--- config.mk ---
export PLATFORM = sky130hd
export DESIGN_NAME = timer_irq
export DESIGN_NICKNAME = d
export VERILOG_FILES = /design/src/rtl/timer_pkg.sv /design/src/rtl/timer_irq.sv
export SDC_FILE = /design/constraint.sdc
export NUM_CORES = 1
export LEC_CHECK = 0
export BUFFER_PORTS_ARGS = -buffer_cell sky130_fd_sc_hd__buf_2
export CORE_MARGIN = 8
export CORE_UTILIZATION = 56
export CTS_CLUSTER_SIZE = 14
export DETAILED_ROUTE_END_ITERATION = 12
export PLACE_DENSITY = 0.84
export SLEW_MARGIN = 0
export SYNTH_ARGS = -nofsm -noshare
export SYNTH_HDL_FRONTEND = slang
export SYNTH_SLANG_ARGS = --single-unit
--- constraint.sdc ---
create_clock -name clk -period 2.9 [get_ports clk]
set_input_delay 0.145 -clock clk [delete_from_list [all_inputs] [get_ports clk]]
set_output_delay 0.145 -clock clk [all_outputs]
set_load 0.05 [all_outputs]
--- src/rtl/timer_pkg.sv ---
// Shared encodings for the timer_irq peripheral: FSM states, register
// addresses, mode values and CTRL bit positions.
package timer_pkg;

  typedef enum logic [1:0] {
    ST_IDLE = 2'd0,
    ST_LOAD = 2'd1,
    ST_CNT  = 2'd2,
    ST_INT  = 2'd3
  } timer_state_e;

  localparam logic [1:0] ADDR_CTRL   = 2'd0;
  localparam logic [1:0] ADDR_PRESET = 2'd1;
  localparam logic [1:0] ADDR_COUNT  = 2'd2;

  localparam logic [1:0] MODE_ONESHOT  = 2'b00;
  localparam logic [1:0] MODE_PERIODIC = 2'b01;

  localparam int unsigned CTRL_EN      = 0;
  localparam int unsigned CTRL_MODE_LO = 1;
  localparam int unsigned CTRL_MODE_HI = 2;
  localparam int unsigned CTRL_IM      = 3;
  localparam int unsigned CTRL_PEND    = 4;

  localparam int unsigned DATA_W = 32;

endpackage

--- src/rtl/timer_irq.sv ---
// 32-bit down-counting timer with one-shot / periodic modes, driving one
// CP0 HWInt line through a registered IRQ.
module timer_irq
  import timer_pkg::*;
(
  input  logic              clk,
  input  logic              reset,
  input  logic [1:0]        Addr,
  input  logic              WE,
  input  logic [DATA_W-1:0] DIn,
  output logic [DATA_W-1:0] DOut,
  output logic              IRQ
);

  timer_state_e      r_state;
  timer_state_e      w_state_nxt;
  logic              r_enable;
  logic [1:0]        r_mode;
  logic              r_im;
  logic              r_pend;
  logic [DATA_W-1:0] r_preset;
  logic [DATA_W-1:0] r_count;

  logic              w_enable_nxt;
  logic [1:0]        w_mode_nxt;
  logic              w_im_nxt;
  logic              w_pend_nxt;
  logic [DATA_W-1:0] w_count_nxt;
  logic              w_irq_nxt;

  logic w_ctrl_wr;
  logic w_preset_wr;
  logic w_en_eff;
  logic w_periodic;
  logic w_unused_din;

  assign w_ctrl_wr    = WE && (Addr == ADDR_CTRL);
  assign w_preset_wr  = WE && (Addr == ADDR_PRESET);
  // A same-cycle CTRL write overrides Enable so an abort takes effect immediately.
  assign w_en_eff     = w_ctrl_wr ? DIn[CTRL_EN] : r_enable;
  assign w_periodic   = (r_mode == MODE_PERIODIC);
  assign w_unused_din = ^DIn[DATA_W-1:CTRL_PEND];

  // State register
  always_ff @(posedge clk or negedge reset) begin
    if (!reset) begin
      r_state <= ST_IDLE;
    end else begin
      r_state <= w_state_nxt;
    end
  end

  // Next-state logic
  always_comb begin
    w_state_nxt = r_state;
    case (r_state)
      ST_IDLE: if (r_enable) w_state_nxt = ST_LOAD;
      ST_LOAD: w_state_nxt = w_en_eff ? ST_CNT : ST_IDLE;
      ST_CNT: begin
        if (!w_en_eff) begin
          w_state_nxt = ST_IDLE;
        end else if (r_count <= DATA_W'(1)) begin
          w_state_nxt = ST_INT;
        end
      end
      ST_INT:  w_state_nxt = w_periodic ? ST_LOAD : ST_IDLE;
      default: w_state_nxt = ST_IDLE;
    endcase
  end

  // Output / datapath next values
  always_comb begin
    w_enable_nxt = r_enable;
    w_mode_nxt   = r_mode;
    w_im_nxt     = r_im;
    w_pend_nxt   = r_pend;
    w_count_nxt  = r_count;

    if (w_ctrl_wr) begin
      w_enable_nxt = DIn[CTRL_EN];
      w_mode_nxt   = DIn[CTRL_MODE_HI:CTRL_MODE_LO];
      w_im_nxt     = DIn[CTRL_IM];
    end else if ((r_state == ST_INT) && !w_periodic) begin
      w_enable_nxt = 1'b0;
    end

    // Setting Pend on INT entry beats a coincident clearing write.
    if ((r_state == ST_CNT) && (w_state_nxt == ST_INT)) begin
      w_pend_nxt = 1'b1;
    end else if (w_ctrl_wr) begin
      w_pend_nxt = 1'b0;
    end else if ((r_state == ST_INT) && w_periodic) begin
      w_pend_nxt = 1'b0;
    end

    if ((r_state == ST_LOAD) && w_en_eff) begin
      w_count_nxt = r_preset;
    end else if ((r_state == ST_CNT) && w_en_eff) begin
      w_count_nxt = (r_count > DATA_W'(1)) ? (r_count - DATA_W'(1)) : '0;
    end

    w_irq_nxt = w_pend_nxt & w_im_nxt;
  end

  // Register block
  always_ff @(posedge clk or negedge reset) begin
    if (!reset) begin
      r_enable <= 1'b0;
      r_mode   <= MODE_ONESHOT;
      r_im     <= 1'b0;
      r_pend   <= 1'b0;
      r_preset <= '0;
      r_count  <= '0;
      IRQ      <= 1'b0;
    end else begin
      r_enable <= w_enable_nxt;
      r_mode   <= w_mode_nxt;
      r_im     <= w_im_nxt;
      r_pend   <= w_pend_nxt;
      r_count  <= w_count_nxt;
      IRQ      <= w_irq_nxt;
      if (w_preset_wr) r_preset <= DIn;
    end
  end

  // Zero-latency read mux
  always_comb begin
    DOut = '0;
    case (Addr)
      ADDR_CTRL:   DOut = {27'b0, r_pend, r_im, r_mode, r_enable};
      ADDR_PRESET: DOut = r_preset;
      ADDR_COUNT:  DOut = r_count;
      default:     DOut = '0;
    endcase
  end

endmodule
======== Yosys cells after proc, flatten, opt, wreduce, memory -nomap -nowiden ========
Cells that the tools add are included.
storage, ports and cells
  register bits ........................... 72
  bits of input ports ..................... 37
  output and inout bits ................... 33
  word-level logic and storage cells ...... 48
cells by class
  $add $sub $neg .......................... 1
  order comparisons ....................... 2
  eq/ne operators ......................... 7
  mux-type cells .......................... 17
  bitwise gates (word level) .............. 1
  reduce and logical (&&, ||, !) cells .... 12
operator list
  cell                   count
  $mux 32                3
  $pmux 32 s3            1
  $gt 32x1->1 const B    1
  $le 32x1->1 const B    1
  $sub 32x1->32 const B  1
  $eq 2x2->1 const B     4
  $mux 1                 8
  $mux 2                 4
  $pmux 2 s4             1
  $logic_and 1x1->1      7
  $eq 2x1->1 const B     3
  $logic_not 2->1        2
  $reduce_bool 2->1      2
  $and 1x1->1            1
  $logic_not 1->1        1

======== Logic depth before layout (Yosys ltp) ========
  word-level depth ........................ 9
  gate-level depth with buffers ........... 8
  gate-level depth less buffers ........... 7

======== Least setup slack after synthesis ========
Ideal clock, no wire load.
  path kind ............................... flip-flop to flip-flop
  from .................................... register r_count[0]
  to ...................................... register r_count[26]
  setup time .............................. 69 ps
  arrival time ............................ 2532 ps
  required time ........................... 2831 ps
  setup slack ............................. 298 ps
  cell stages (with the launch flop) ...... 9
  path buffers ............................ 1
  clock period less this slack ............ 2602 ps
  cell sequence ........................... dfrtp_1 -> inv_1 -> ha_1 -> or4b_1 -> or4_4 -> buf_6 -> or3_1 -> or4b_1 -> nand3_1
on the way
  longest elaborated chain between the ends .. 4
ends and longest elaborated chain
  item                                          line              source
  start, declared                               timer_irq.sv:22   logic [DATA_W-1:0] r_count;
  start signal, assigned                        timer_irq.sv:120  r_count <= w_count_nxt;
  $sub 32x1->32 or $gt 32x1->1 (tied branches)  timer_irq.sv:99   w_count_nxt = (r_count > DATA_W'(1)) ? (r_count - DATA_W'(1)) : '0;
  $mux 32 (*)                                   timer_irq.sv:99
  $mux 32 (*)                                   timer_irq.sv:98   end else if ((r_state == ST_CNT) && w_en_eff) begin
  $mux 32 (*)                                   timer_irq.sv:96   if ((r_state == ST_LOAD) && w_en_eff) begin
Mark *: on every way between the ends. The rest lies on a longest branch, timed or not. The select of a mux whose other input is x is not followed.
A chain may end at the register's enable or synchronous reset.

======== Worst setup path after layout ========
  from .................................... register r_count[17]
  to ...................................... register r_count[7]
on the way
  longest elaborated chain between the ends .. 4
ends and longest elaborated chain
  item         line
  $gt 32x1->1  timer_irq.sv:99
  $mux 32      timer_irq.sv:99
  $mux 32      timer_irq.sv:98
  $mux 32      timer_irq.sv:96
Every way passes these cells. The select of a mux whose other input is x is not followed.

==> out/qor.yml <==
critPathCaptureType: "register"
whs_ns: -0.00112
wire_per_inst_um: 18.4
crit_chain: "or4_4, or4_1, o21ai_0, o21ai_0"
peakVddDrop_mv: 0.543
diodes: 0
syn_area_per_cell_sq_um: 10.2
setup_viol: 0
die_h_um: 101
period_needed_ns: 2.77
slew_headroom: 0.353
area_growth_pct: 19.0
antenna_found_initial: 0
synth_seq_cells: 72
synth_edf_count: 0
path_clk_slew_ns: 0.08
ys_top_cells_by_area: "dfrtp_1, mux2_2, a22o_1, nand2_1, xnor2_1"
gr-total-overflow: 0
drv_cap: 0
start_kind: "register"
synth.distinct_cells: 43
path_delay_family: "simple AND/OR/NAND/NOR gates"
ctsRootBufferMaster: "clkbuf_8"
hold_path.class: "primary input to async pin"
chipWidth_um: 101
num_rows: 31
status: "complete, but fails checks"
final_layout_size_suffix_gt1_frac: 0.336
synth.net_count: 434
place_hpwl_um: 7440
io_pins: 70
cts_made_buffers: 9
synthArstFlopShare: 1.00
setup_tns_ns: 0
final-max-slew-violation-count: 0
die_area_sq_mm: 0.0102
clock-sinks: 72
slowest_delay_ns: 0.80
yosysWarnings: 0
initialDrtViolationCount: 208
finalWeightedCongestion: 0.921
finClkSkew_ns: 0.00933
synth-seq-area-share: 0.448
final-hold-violation-count: 2
path_max_fanout: 7
synth_commonest_cells: "dfrtp_1, nand2_1, mux2_2"
timing.critical_path.buf_inv: 0
grt_pass1_wl_um: 17900
ant_nets: 0
synthCells: 395
cts_tree: "done"
critPathKind: "register to register"
worst-slew-pin-transition_ns: 0.961
vias: 3481
rsz0062_at_grt: "no"
grt_use_total: 0.220
synth.most_common_cell: "dfrtp_1"
cts.path.max_buffers: 2
h-tree-depth: 3
power_density_mw_per_mm2: 881
violations: "hold timing"
ys.flop_type: "dfrtp_1"
nNetsFinal: 505
io_buffer_count: 69
p_leak_nw: 2.05
finalWirelength_um: 10500
core_area_sq_mm: 0.00710
first_pass_iters: 6
grt_max_degree: 73
via_per_inst: 6.12
crit_slowest_cell: "o21ai_0"
timing.final.crit_share: 0.955
grt_pass1_vias: 3616
required_ns: 3.08
cpMostUsedCell: "o21ai_0"
cp_data_arrival_time_ns: 2.95
drc: 0
clk-insertion-delay-late_ns: 0.35
initial_utilization: 0.567
synthesis.area_sq_mm: 0.00402
cts_hold_buf: 0
fmax_ghz: 0.361
netlist.area_leader.share: 0.448
synth_largest_area_cell: "dfrtp_1"
[path summary, 6_finish.rpt]
kind                         startpoint            to  slack (ns)  depth (start not counted)
max                         r_count[17]    r_count[7]        0.13                          4
min                               reset   r_preset[1]      -0.001                          2
max reg2reg                 r_count[17]    r_count[7]        0.13                          4
min reg2reg                r_preset[11]   r_count[11]        0.51                          2
max in group asynchronous         reset   r_count[26]        2.28                          2
min in group clk                DIn[19]  r_preset[19]        0.02                          2
[registers in the layout, indices dropped and copies added, names as in the netlist]
register,cells
r_count,32
r_preset,32
r_mode,2
r_state,2
IRQ,1
r_enable,1
r_im,1
r_pend,1
[worst register-to-register path: cells and delay by family, from the launching register on]
family / cells / cell delay, ns
and+or+nand+nor: 2 / 1.15
AOI/OAI and AO/OA: 2 / 1.03
DFF: 1 / 0.44
[report_power, final]
part | switching (mW) | total (mW) | internal, mW
registers | 0.372 | 1.68 | 1.30
logic | 0.943 | 1.60 | 0.657
clock network | 0.376 | 0.944 | 0.568
[layout make-up]
type	count	area, sq um
clock buffer	10	128
clock inverter	5	106
fill	546	2310
inverter	4	15.0
multi-input combinational	290	2110
sequential	72	1800
tap	99	124
timing repair buffer	89	508
[stage by stage]
stage	utilization	cells	setup WS, ns	total power, mW	cell area (sq um)
finish	0.675	569	0.131	4.22	4790
global route	0.675	569	0.0306	4.47	4790
CTS	0.674	569	0.155	4.23	4790
detailed placement	0.641	554	0.169	3.27	4550
global placement	0.641	554	0.212	3.22	4550
floorplan	-	395	0.298	2.79	4020
[layer usage]
metal,routed length [um],global-route usage,part of all wire
met1,4590,0.280,0.44
met5,0,0,0
met4,203,0.0814,0.019
met2,4910,0.349,0.47
met3,741,0.0587,0.071
[cells in the final DEF (no fill, tap or decap), drive strengths merged, types with 5 or more instances in the layout]
master,netlist,layout
clkbuf,25,10
or4,7,7
or2,7,7
nor2b,6,6
nand2,39,39
or3,8,8
a22o,28,28
a22oi,12,12
o31ai,10,10
xnor2,16,16
dfrtp,72,72
o211ai,5,5
mux2,37,37
nand3,6,6
nor3,9,9
mux2i,6,6
nor4,15,15
buf,4,89
nor2,16,16
o21ai,22,22
xor2,5,5
[logic make-up after synthesis]
kind of cell / Yosys count / share of synthesized area
simple gates: 129 / 0.176
compound gates: 95 / 0.173
flops: 72 / 0.448
mux: 43 / 0.118
buf+inv: 33 / 0.0326
xor+xnor: 21 / 0.0457
fa+ha+maj: 2 / 0.00622
[timing repair]
action,4_1_cts,5_1_grt
gates resized for setup,0,1
setup buffers,0,0
endpoints found under the setup margin,0,1
No activity file was read; power rests on OpenSTA's default activity.
